### src/rtl/radix2_stage_ctrl.sv
// Single-clock frame sequencer for one radix-2 FFT stage: pairs input samples,
// waits for the butterfly, then drains the y2 FIFO through the twiddle multiplier.
module radix2_stage_ctrl #(
   parameter int HALF_LEN     = 12,
   parameter int TF_ADDR_LEN  = 12,
   parameter int STRIDE_SHIFT = 0
) (
   input  logic                   clk,
   input  logic                   rst,
   input  logic                   in_valid,
   output logic                   in_ready,
   output logic                   buf_wr_en,
   output logic                   pair_valid,
   input  logic                   bf_valid,
   input  logic                   y2_empty,
   output logic                   y2_rd_en,
   output logic [TF_ADDR_LEN-1:0] tf_addr,
   output logic                   tf_valid,
   input  logic                   mul_valid,
   output logic                   out_valid,
   output logic                   out_sel,
   output logic                   frame_done,
   output logic [2:0]             err
);

   localparam logic [2:0] FILL    = 3'd0;
   localparam logic [2:0] PAIR    = 3'd1;
   localparam logic [2:0] WAIT_BF = 3'd2;
   localparam logic [2:0] DRAIN   = 3'd3;
   localparam logic [2:0] FLUSH   = 3'd4;

   localparam logic [HALF_LEN-1:0] CNT_LAST = '1;
   localparam logic [HALF_LEN-1:0] CNT_ONE  = HALF_LEN'(1);

   logic [2:0]             state_q, state_d;
   logic [HALF_LEN-1:0]    in_cnt_q, in_cnt_d;
   logic [HALF_LEN-1:0]    bf_cnt_q, bf_cnt_d;
   logic [HALF_LEN-1:0]    rd_cnt_q, rd_cnt_d;
   logic [HALF_LEN-1:0]    mul_cnt_q, mul_cnt_d;
   logic                   tf_valid_q, tf_valid_d;
   logic                   out_valid_q, out_valid_d;
   logic                   out_sel_q, out_sel_d;
   logic                   frame_done_q, frame_done_d;
   logic [2:0]             err_q, err_d;
   logic                   accept;
   logic                   mul_take;
   logic [TF_ADDR_LEN-1:0] rd_addr;

   always_comb begin
      state_d      = state_q;
      in_cnt_d     = in_cnt_q;
      bf_cnt_d     = bf_cnt_q;
      rd_cnt_d     = rd_cnt_q;
      mul_cnt_d    = mul_cnt_q;

      in_ready   = (state_q == FILL) || (state_q == PAIR);
      buf_wr_en  = (state_q == FILL) && in_valid;
      pair_valid = (state_q == PAIR) && in_valid;
      y2_rd_en   = (state_q == DRAIN);
      accept     = in_valid && in_ready;
      mul_take   = mul_valid && ((state_q == DRAIN) || (state_q == FLUSH));

      // rd_cnt returns to 0 after each drain, so the address idles at 0
      rd_addr = TF_ADDR_LEN'(rd_cnt_q);
      tf_addr = rd_addr << STRIDE_SHIFT;

      if (accept)    in_cnt_d  = in_cnt_q + CNT_ONE;
      if (bf_valid)  bf_cnt_d  = bf_cnt_q + CNT_ONE;
      if (y2_rd_en)  rd_cnt_d  = rd_cnt_q + CNT_ONE;
      if (mul_take)  mul_cnt_d = mul_cnt_q + CNT_ONE;

      case (state_q)
         FILL:    if (accept && (in_cnt_q == CNT_LAST)) state_d = PAIR;
         PAIR:    if (accept && (in_cnt_q == CNT_LAST)) state_d = WAIT_BF;
         WAIT_BF: if (bf_valid && (bf_cnt_q == CNT_LAST)) state_d = DRAIN;
         DRAIN:   if (rd_cnt_q == CNT_LAST) state_d = FLUSH;
         FLUSH:   if (mul_valid && (mul_cnt_q == CNT_LAST)) state_d = FILL;
         default: state_d = FILL;
      endcase

      tf_valid_d   = y2_rd_en;
      // multiplier result has priority if both paths ever collide
      out_valid_d  = bf_valid || mul_valid;
      out_sel_d    = mul_valid;
      frame_done_d = (state_q == FLUSH) && mul_valid && (mul_cnt_q == CNT_LAST);
      err_d        = err_q | {bf_valid && mul_valid,
                              y2_rd_en && y2_empty,
                              in_valid && !in_ready};
   end

   always_ff @(posedge clk or negedge rst) begin
      if (!rst) begin
         state_q      <= FILL;
         in_cnt_q     <= '0;
         bf_cnt_q     <= '0;
         rd_cnt_q     <= '0;
         mul_cnt_q    <= '0;
         tf_valid_q   <= 1'b0;
         out_valid_q  <= 1'b0;
         out_sel_q    <= 1'b0;
         frame_done_q <= 1'b0;
         err_q        <= 3'b000;
      end else begin
         state_q      <= state_d;
         in_cnt_q     <= in_cnt_d;
         bf_cnt_q     <= bf_cnt_d;
         rd_cnt_q     <= rd_cnt_d;
         mul_cnt_q    <= mul_cnt_d;
         tf_valid_q   <= tf_valid_d;
         out_valid_q  <= out_valid_d;
         out_sel_q    <= out_sel_d;
         frame_done_q <= frame_done_d;
         err_q        <= err_d;
      end
   end

   assign tf_valid   = tf_valid_q;
   assign out_valid  = out_valid_q;
   assign out_sel    = out_sel_q;
   assign frame_done = frame_done_q;
   assign err        = err_q;

endmodule

### config.mk
export PLATFORM = sky130hd
export DESIGN_NAME = radix2_stage_ctrl
export DESIGN_NICKNAME = d
export VERILOG_FILES = /design/src/rtl/radix2_stage_ctrl.sv
export SDC_FILE = /design/constraint.sdc
export NUM_CORES = 1
export LEC_CHECK = 0
export BUFFER_PORTS_ARGS = -buffer_cell sky130_fd_sc_hd__buf_2
export CORE_ASPECT_RATIO = 0.7
export CORE_MARGIN = 2
export CORE_UTILIZATION = 62
export CTS_CLUSTER_SIZE = 16
export DETAILED_ROUTE_END_ITERATION = 8
export GPL_ROUTABILITY_DRIVEN = 0
export PLACE_DENSITY = 0.84
export SLEW_MARGIN = 0
export SYNTH_ARGS = -nofsm -noshare
export SYNTH_HDL_FRONTEND = slang
export SYNTH_SLANG_ARGS = --single-unit
### constraint.sdc
create_clock -name clk -period 4 [get_ports clk]
set_input_delay 0.4 -clock clk [delete_from_list [all_inputs] [get_ports clk]]
set_output_delay 0.4 -clock clk [all_outputs]
set_load 0.05 [all_outputs]
==> results of run 1 <==
## worst max path at each step
stage	startpoint	cells past startpoint	slack [ps]	to
4_1_cts	state_q[1]$_DFFE_PN0P_	3	1830	buf_wr_en
2_1_floorplan	state_q[1]$_DFFE_PN0P_	3	1970	buf_wr_en
3_3_place_gp	state_q[1]$_DFFE_PN0P_	4	2120	state_q[0]$_DFFE_PN0P_
5_1_grt	state_q[1]$_DFFE_PN0P_	3	1710	buf_wr_en
6_report	state_q[1]$_DFFE_PN0P_	3	1840	buf_wr_en
3_5_place_dp	state_q[1]$_DFFE_PN0P_	4	2040	state_q[0]$_DFFE_PN0P_
## stage by stage
step / cell area, sq um / power (uW) / utilization
final: 3010 / 1550 / 0.762
after global routing: 3010 / 1630 / 0.762
after CTS: 3010 / 1560 / 0.762
after detailed placement: 2750 / 888 / 0.698
after global placement: 2750 / 876 / 0.698
after floorplan: 2550 / 836 / -
## metal layers
metal  global-route usage  share of wire  vias up
met5                    0              0        -
met4               0.0678         0.0054        0
met2                0.333           0.44       47
met1                0.319           0.50      842
met3               0.0903          0.057        4
li1                     -              -      840
## flip-flops by register name, indices dropped and copies added, names as in the netlist
signal      count
out_valid       1
in_cnt_q       12
out_sel         1
mul_cnt_q      12
tf_valid        1
state_q         3
tf_addr        12
frame_done      1
err             3
bf_cnt_q       12
## final cells by class
type                            count  area share
Sequential cell                    58       0.483
Multi-Input combinational cell    152       0.360
Clock buffer                       11      0.0504
Timing Repair Buffer               29      0.0491
Clock inverter                      5      0.0333
Tap cell                           52      0.0216
Inverter                            2     0.00250
## worst reg2reg max path: stages, from the launching register on
cell and delay (ps):
dfrtp_1 530, nand4bb_1 290, nor4_1 370, mux2_2 390, a2111oi_2 270
## kinds of logic after synthesis
family,after synthesis
buf+inv,4
simple gates,89
mux,4
xor+xnor,44
fa+ha+maj,4
flops,58
compound gates,11
## power by group
group	internal, uW	switching (uW)
sequential	658	78.4
combinational	76.7	68.7
clock	446	225
total	1180	372
## cells in the final DEF, fill, tap and decap left out, types with 2 or more instances in the layout
cell type | Yosys | layout
mux2_2 | 4 | 4
xor2_1 | 16 | 16
a21o_1 | 3 | 3
ha_1 | 4 | 4
nor2_1 | 11 | 11
and3_1 | 8 | 8
buf_2 | 2 | 28
nand3_1 | 11 | 11
xnor2_1 | 28 | 28
and4_1 | 3 | 3
nand2_1 | 19 | 19
bufinv_16 | 0 | 3
clkbuf_8 | 0 | 11
nand4_1 | 17 | 17
nor4_1 | 2 | 2
nor2b_1 | 2 | 2
clkinv_2 | 0 | 2
dfrtp_1 | 58 | 58
nand2b_1 | 2 | 2
nor3_1 | 5 | 5
==> out/qor.csv, run 1 <==
stage,metric,value,unit
timing,Final Setup Violations,0,
status,status,"complete, no violations",
worst_setup_path,reg-to-reg startpoint,state_q[1]$_DFFE_PN0P_,
logic_synthesis,Gate Count Post-Synth,214,
logic_synthesis,Post-Synthesis Cell Area,2550,sq um
logic_synthesis,Avg Inst Size Synth,11.9,sq um
drt,detailed-route wire length per cell,15.0,um
clocking,CTS hold repair buffers,0,
clocking,CTS buffer count,9,
drt,Post-Route WL,4.65,mm
logic_synthesis,number of synthesized register bits,58,
worst_setup_path,CP required,3600,ps
floorplan,die width,80.7,um
logic_synthesis,"area leader, netlist",dfrtp_1,
floorplan,core area,3950,sq um
worst_setup_path,capture point of the worst reg-to-reg path,state_q[0]$_DFFE_PN0P_,
worst_setup_path,Worst EP arrival,1760,ps
worst_setup_path,CP Max Fanout,11,
logic_synthesis,Compound-Gate Fraction of Synth Area,0.0383,
floorplan,die area,4650,sq um
timing,final hold viol count,0,
global_route,GR Overflow Total,0,
floorplan,Initial Utilization,0.646,
final_layout,Antenna Cells,0,
timing,Hold WS,204,ps
logic_synthesis,Syn Nets,224,
worst_setup_path,FF-to-FF setup slack,2060,ps
worst_setup_path,type of the worst setup path,reg2out,
final_layout,# fillers,271,
logic_synthesis,most frequent cells after synthesis,"dfrtp_1, xnor2_1, nand2_1",
timing,Worst slew margin,0.527,
drt,DR DRC count,0,
global_route,global-route wire length before repair,7.89,mm
logic_synthesis,area share of and/or/nand/nor cells after synthesis,0.198,
logic_synthesis,synthesized-area fraction occupied by adder cells,0.0196,
timing,Worst Slack Setup Final,1840,ps
timing,skew final,7.11,ps
drt,initial drt markers,80,
flow_run,max-capacitance violation count,0,
clocking,clk_lat worst skew,330,ps
logic_synthesis,YS warnings,0,
floorplan,Core Rows,19,
worst_setup_path,crit-path cells,nor3b_2 > nor2b_1 > buf_2,
floorplan,I/O pins,29,
timing,setup_tns,0,ps
final_layout,multi-input logic area,1080,sq um
clocking,"Clk pin slew, worst setup/hold paths",70,ps
logic_synthesis,xor/xnor share of the synthesized area,0.151,
worst_setup_path,CP bufs+invs,1,
logic_synthesis,Main synth FF type,dfrtp_1,
timing,worst-margin pin slew,709,ps
logic_synthesis,post-synth top area share,0.569,
global_route,antenna violations before repair,0,
clocking,# H-tree levels,3,
global_route,vias in the first global route,1730,
clocking,setup repair bufs after CTS,0,
drt,Routed Antenna Nets,0,
worst_setup_path,family with the most delay on the worst path,simple AND/OR/NAND/NOR gates,
worst_hold_path,min-delay worst type,in2async,
place,Port Buffers,28,
logic_synthesis,number of synthesized flops with an enable pin,0,
place,DP Cell Count,293,
logic_synthesis,mux share of post-synthesis cell area,0.0177,
final_layout,area grow syn2layout,17.8,%
timing,Fmax,463,MHz
worst_setup_path,Reg2Reg Depth,4,
logic_synthesis,Yosys cell types,36,
final_layout,Layout Nets,262,
final_layout,post-route insts no fill,309,
worst_setup_path,crit end category,output pin,
logic_synthesis,largest cells by area after synthesis,"dfrtp_1, xnor2_1, xor2_1",
worst_setup_path,startpoint types,register,
place,Detailed Place HPWL,3.07,mm
worst_setup_path,max incr delay on CP,530,ps
timing,minimum clock period,2160,ps
clocking,clock buffer depth,2,
pwr,P_leak,0.00148,uW
pwr,pwr/cell area,516,nW/um^2
timing,RSZ-0062 raised after global routing,no,
logic_synthesis,Synth async-reset ratio,1.00,
timing,Tcrit/Tclk final,0.540,
logic_synthesis,"count leader, synth",dfrtp_1,
drt,vias post-DR,1733,
logic_synthesis,largest family of logic cells by synthesized area,simple AND/OR/NAND/NOR gates,
global_route,largest net degree at the start of global routing,59,
clocking,CTS tree,done,
logic_synthesis,sequential fraction of the synthesis area,0.569,
clocking,# clock sinks,58,
floorplan,Die Span Y,57.7,um
clocking,CTS-repair resized insts,0,
clocking,CTS root buf,clkbuf_8,
global_route,overall routing resource usage,0.228,
drt,DR pass1 iterations,4,
worst_setup_path,"slowest stage cell, crit path",dfrtp_1,
place,dpl ws,2040,ps
pwr,Peak VDD IR,0.000329,V
drt,mean number of vias per cell,5.61,
timing,Pins Over Slew Limit,0,
final_layout,layout cells sized above 1,0.222,
final_layout,register area,1450,sq um
Power figures use the tool's default switching activity.
==> run 2, diff against run 1 <==
- CORE_UTILIZATION: 62 -> 52
- PLACE_DENSITY: 0.84 -> 0.75
- clock period: 4 -> 1.79 ns (I/O delays scaled with it)
==> out/qor.csv, run 2 (synthesized netlist as in run 1, its figures left out) <==
stage,metric,value,unit,change
worst_hold_path,min-delay worst type,in2reg,,
timing,Final Setup Violations,0,,unchanged
floorplan,die width,87.7,um,+8.7%
clocking,# H-tree levels,3,,unchanged
flow_run,max-capacitance violation count,0,,unchanged
final_layout,"commonest cells after routing, fill and taps aside","dfrtp_1, xnor2_1, buf_2",,
drt,vias post-DR,1761,,+1.6%
clocking,clk_lat worst skew,340,ps,about the same
drt,mean number of vias per cell,5.15,,-8.2%
drt,DR pass1 iterations,4,,unchanged
drt,Post-Route WL,4.52,mm,-2.6%
worst_setup_path,max incr delay on CP,370,ps,-160 ps
worst_setup_path,Worst EP arrival,1490,ps,-270 ps
global_route,GR Overflow Total,0,,unchanged
floorplan,I/O pins,29,,unchanged
timing,Pins Over Slew Limit,0,,unchanged
drt,detailed-route wire length per cell,13.2,um,-12%
global_route,global-route wire length before repair,7.69,mm,-2.5%
timing,Tcrit/Tclk final,0.931,,
global_route,antenna violations before repair,0,,unchanged
final_layout,"leading cell type in the layout, fill and taps excluded",dfrtp_1,,
timing,minimum clock period,1670,ps,
timing,worst-margin pin slew,346,ps,-363 ps
global_route,overall routing resource usage,0.185,,-0.0422
floorplan,Core Rows,21,,+2
timing,setup_tns,0,ps,unchanged
drt,DR DRC count,0,,unchanged
floorplan,Initial Utilization,0.536,,-0.110
place,Port Buffers,28,,unchanged
drt,Routed Antenna Nets,0,,unchanged
timing,Worst slew margin,0.769,,+0.242
timing,skew final,5.37,ps,-1.74 ps
worst_setup_path,CP required,1610,ps,-1990 ps
timing,final hold viol count,0,,unchanged
clocking,CTS buffer count,9,,unchanged
worst_setup_path,type of the worst setup path,reg2out,,
final_layout,Antenna Cells,0,,unchanged
pwr,pwr/cell area,968,nW/um^2,+87%
clocking,# clock sinks,58,,unchanged
clocking,CTS root buf,clkbuf_8,,
final_layout,Layout Nets,278,,+6.1%
worst_setup_path,CP Max Fanout,8,,-3
clocking,setup repair bufs after CTS,0,,unchanged
global_route,largest net degree at the start of global routing,59,,unchanged
clocking,clock buffer depth,2,,unchanged
place,Detailed Place HPWL,3.15,mm,+2.8%
worst_setup_path,crit-path cells,buf_4 > nor3b_4 > nor2b_2 > buf_4,,
floorplan,Die Span Y,62.6,um,+8.6%
worst_setup_path,"slowest stage cell, crit path",dfrtp_1,,
worst_setup_path,crit end category,output pin,,
timing,Fmax,600,MHz,
pwr,P_leak,0.00152,uW,+2.5%
status,status,"complete, no violations",,
worst_setup_path,startpoint types,register,,
final_layout,area grow syn2layout,21.7,%,
floorplan,die area,5490,sq um,+18%
clocking,"Clk pin slew, worst setup/hold paths",60,ps,about the same
final_layout,# fillers,371,,+37%
drt,initial drt markers,65,,-19%
pwr,Power Total,3010,uW,+94%
global_route,vias in the first global route,1645,,-4.9%
final_layout,layout cells sized above 1,0.275,,+0.0529
timing,RSZ-0062 raised after global routing,no,,
worst_setup_path,most frequent CP cell,buf_4,,
clocking,CTS tree,done,,
timing,Hold WS,39.6,ps,-165 ps
floorplan,core area,4760,sq um,+21%
pwr,Peak VDD IR,0.000738,V,+120%
## run 2: cell count changes in the layout (fill, tap and decap cells not counted), sizes merged
cell         before  now
buf              29   44
clkinvlp          0    2
clkinv            2    3
dlygate4sd3       0    1
bufinv            3    0
## run 2: path summary, 6_finish.rpt
kind                                        startpoint                  endpoint  slack, ps  cells after the start
worst min register to register        err[1]$_DFF_PN0_          err[1]$_DFF_PN0_        450                      1
worst max-delay path            state_q[2]$_DFFE_PN0P_                 buf_wr_en        120                      4
min in group asynchronous                          rst    tf_addr[3]$_DFFE_PN0P_        350                      3
worst max register to register  state_q[1]$_DFFE_PN0P_  mul_cnt_q[1]$_DFFE_PN0P_        130                      4
worst min-delay path                          y2_empty          err[1]$_DFF_PN0_         40                      2
max in group asynchronous                          rst    tf_addr[0]$_DFFE_PN0P_       1150                      3
## run 2: per-layer routing
layer | global-route usage | up-vias | share of wire
li1 | - | 866 | -
met1 | 0.256 | 853 | 0.50
met2 | 0.259 | 35 | 0.44
met3 | 0.0647 | 7 | 0.046
met4 | 0.0923 | 0 | 0.019
met5 | 0 | - | 0
## run 2: through the flow
stage               worst slack, ps  cell area [sq um]   util  instances
floorplan                    -0.808               2560      -        214
CTS                            10.5               3090  0.650        342
global route                   4.19               3100  0.653        342
detailed placement             22.5               2910  0.611        325
finish                          124               3100  0.653        342
global placement               68.8               2910  0.611        325
## run 2: worst max-delay path, delay by kind of cell (launching register included)
family / cells / cell delay (ps)
buffers and inverters: 2 / 350
DFF: 1 / 370
and+or+nand+nor: 2 / 420
## run 2: power breakdown
part | total, uW | switching (uW) | internal, uW
sequential | 1640 | 170 | 1470
clock | 1040 | 504 | 531
combinational | 330 | 154 | 176
## run 2: cell type report
cell class	instances	area [sq um]	share of cell area
clock buffer	11	141	0.0455
clock inverter	5	30.0	0.00967
inverter	2	7.51	0.00242
multi-input combinational	152	1100	0.353
sequential	58	1450	0.468
tap	69	86.3	0.0278
timing repair buffer	45	288	0.0927
## run 2: repair_timing
| action | 4_1_cts | 5_1_grt |
|---|---|---|
| endpoints found under the hold margin | 58 | 0 |
| pin swaps | 0 | 2 |
| setup endpoints to repair | 2 | 3 |
| hold buffers | 1 | 0 |
| resized for setup | 2 | 2 |
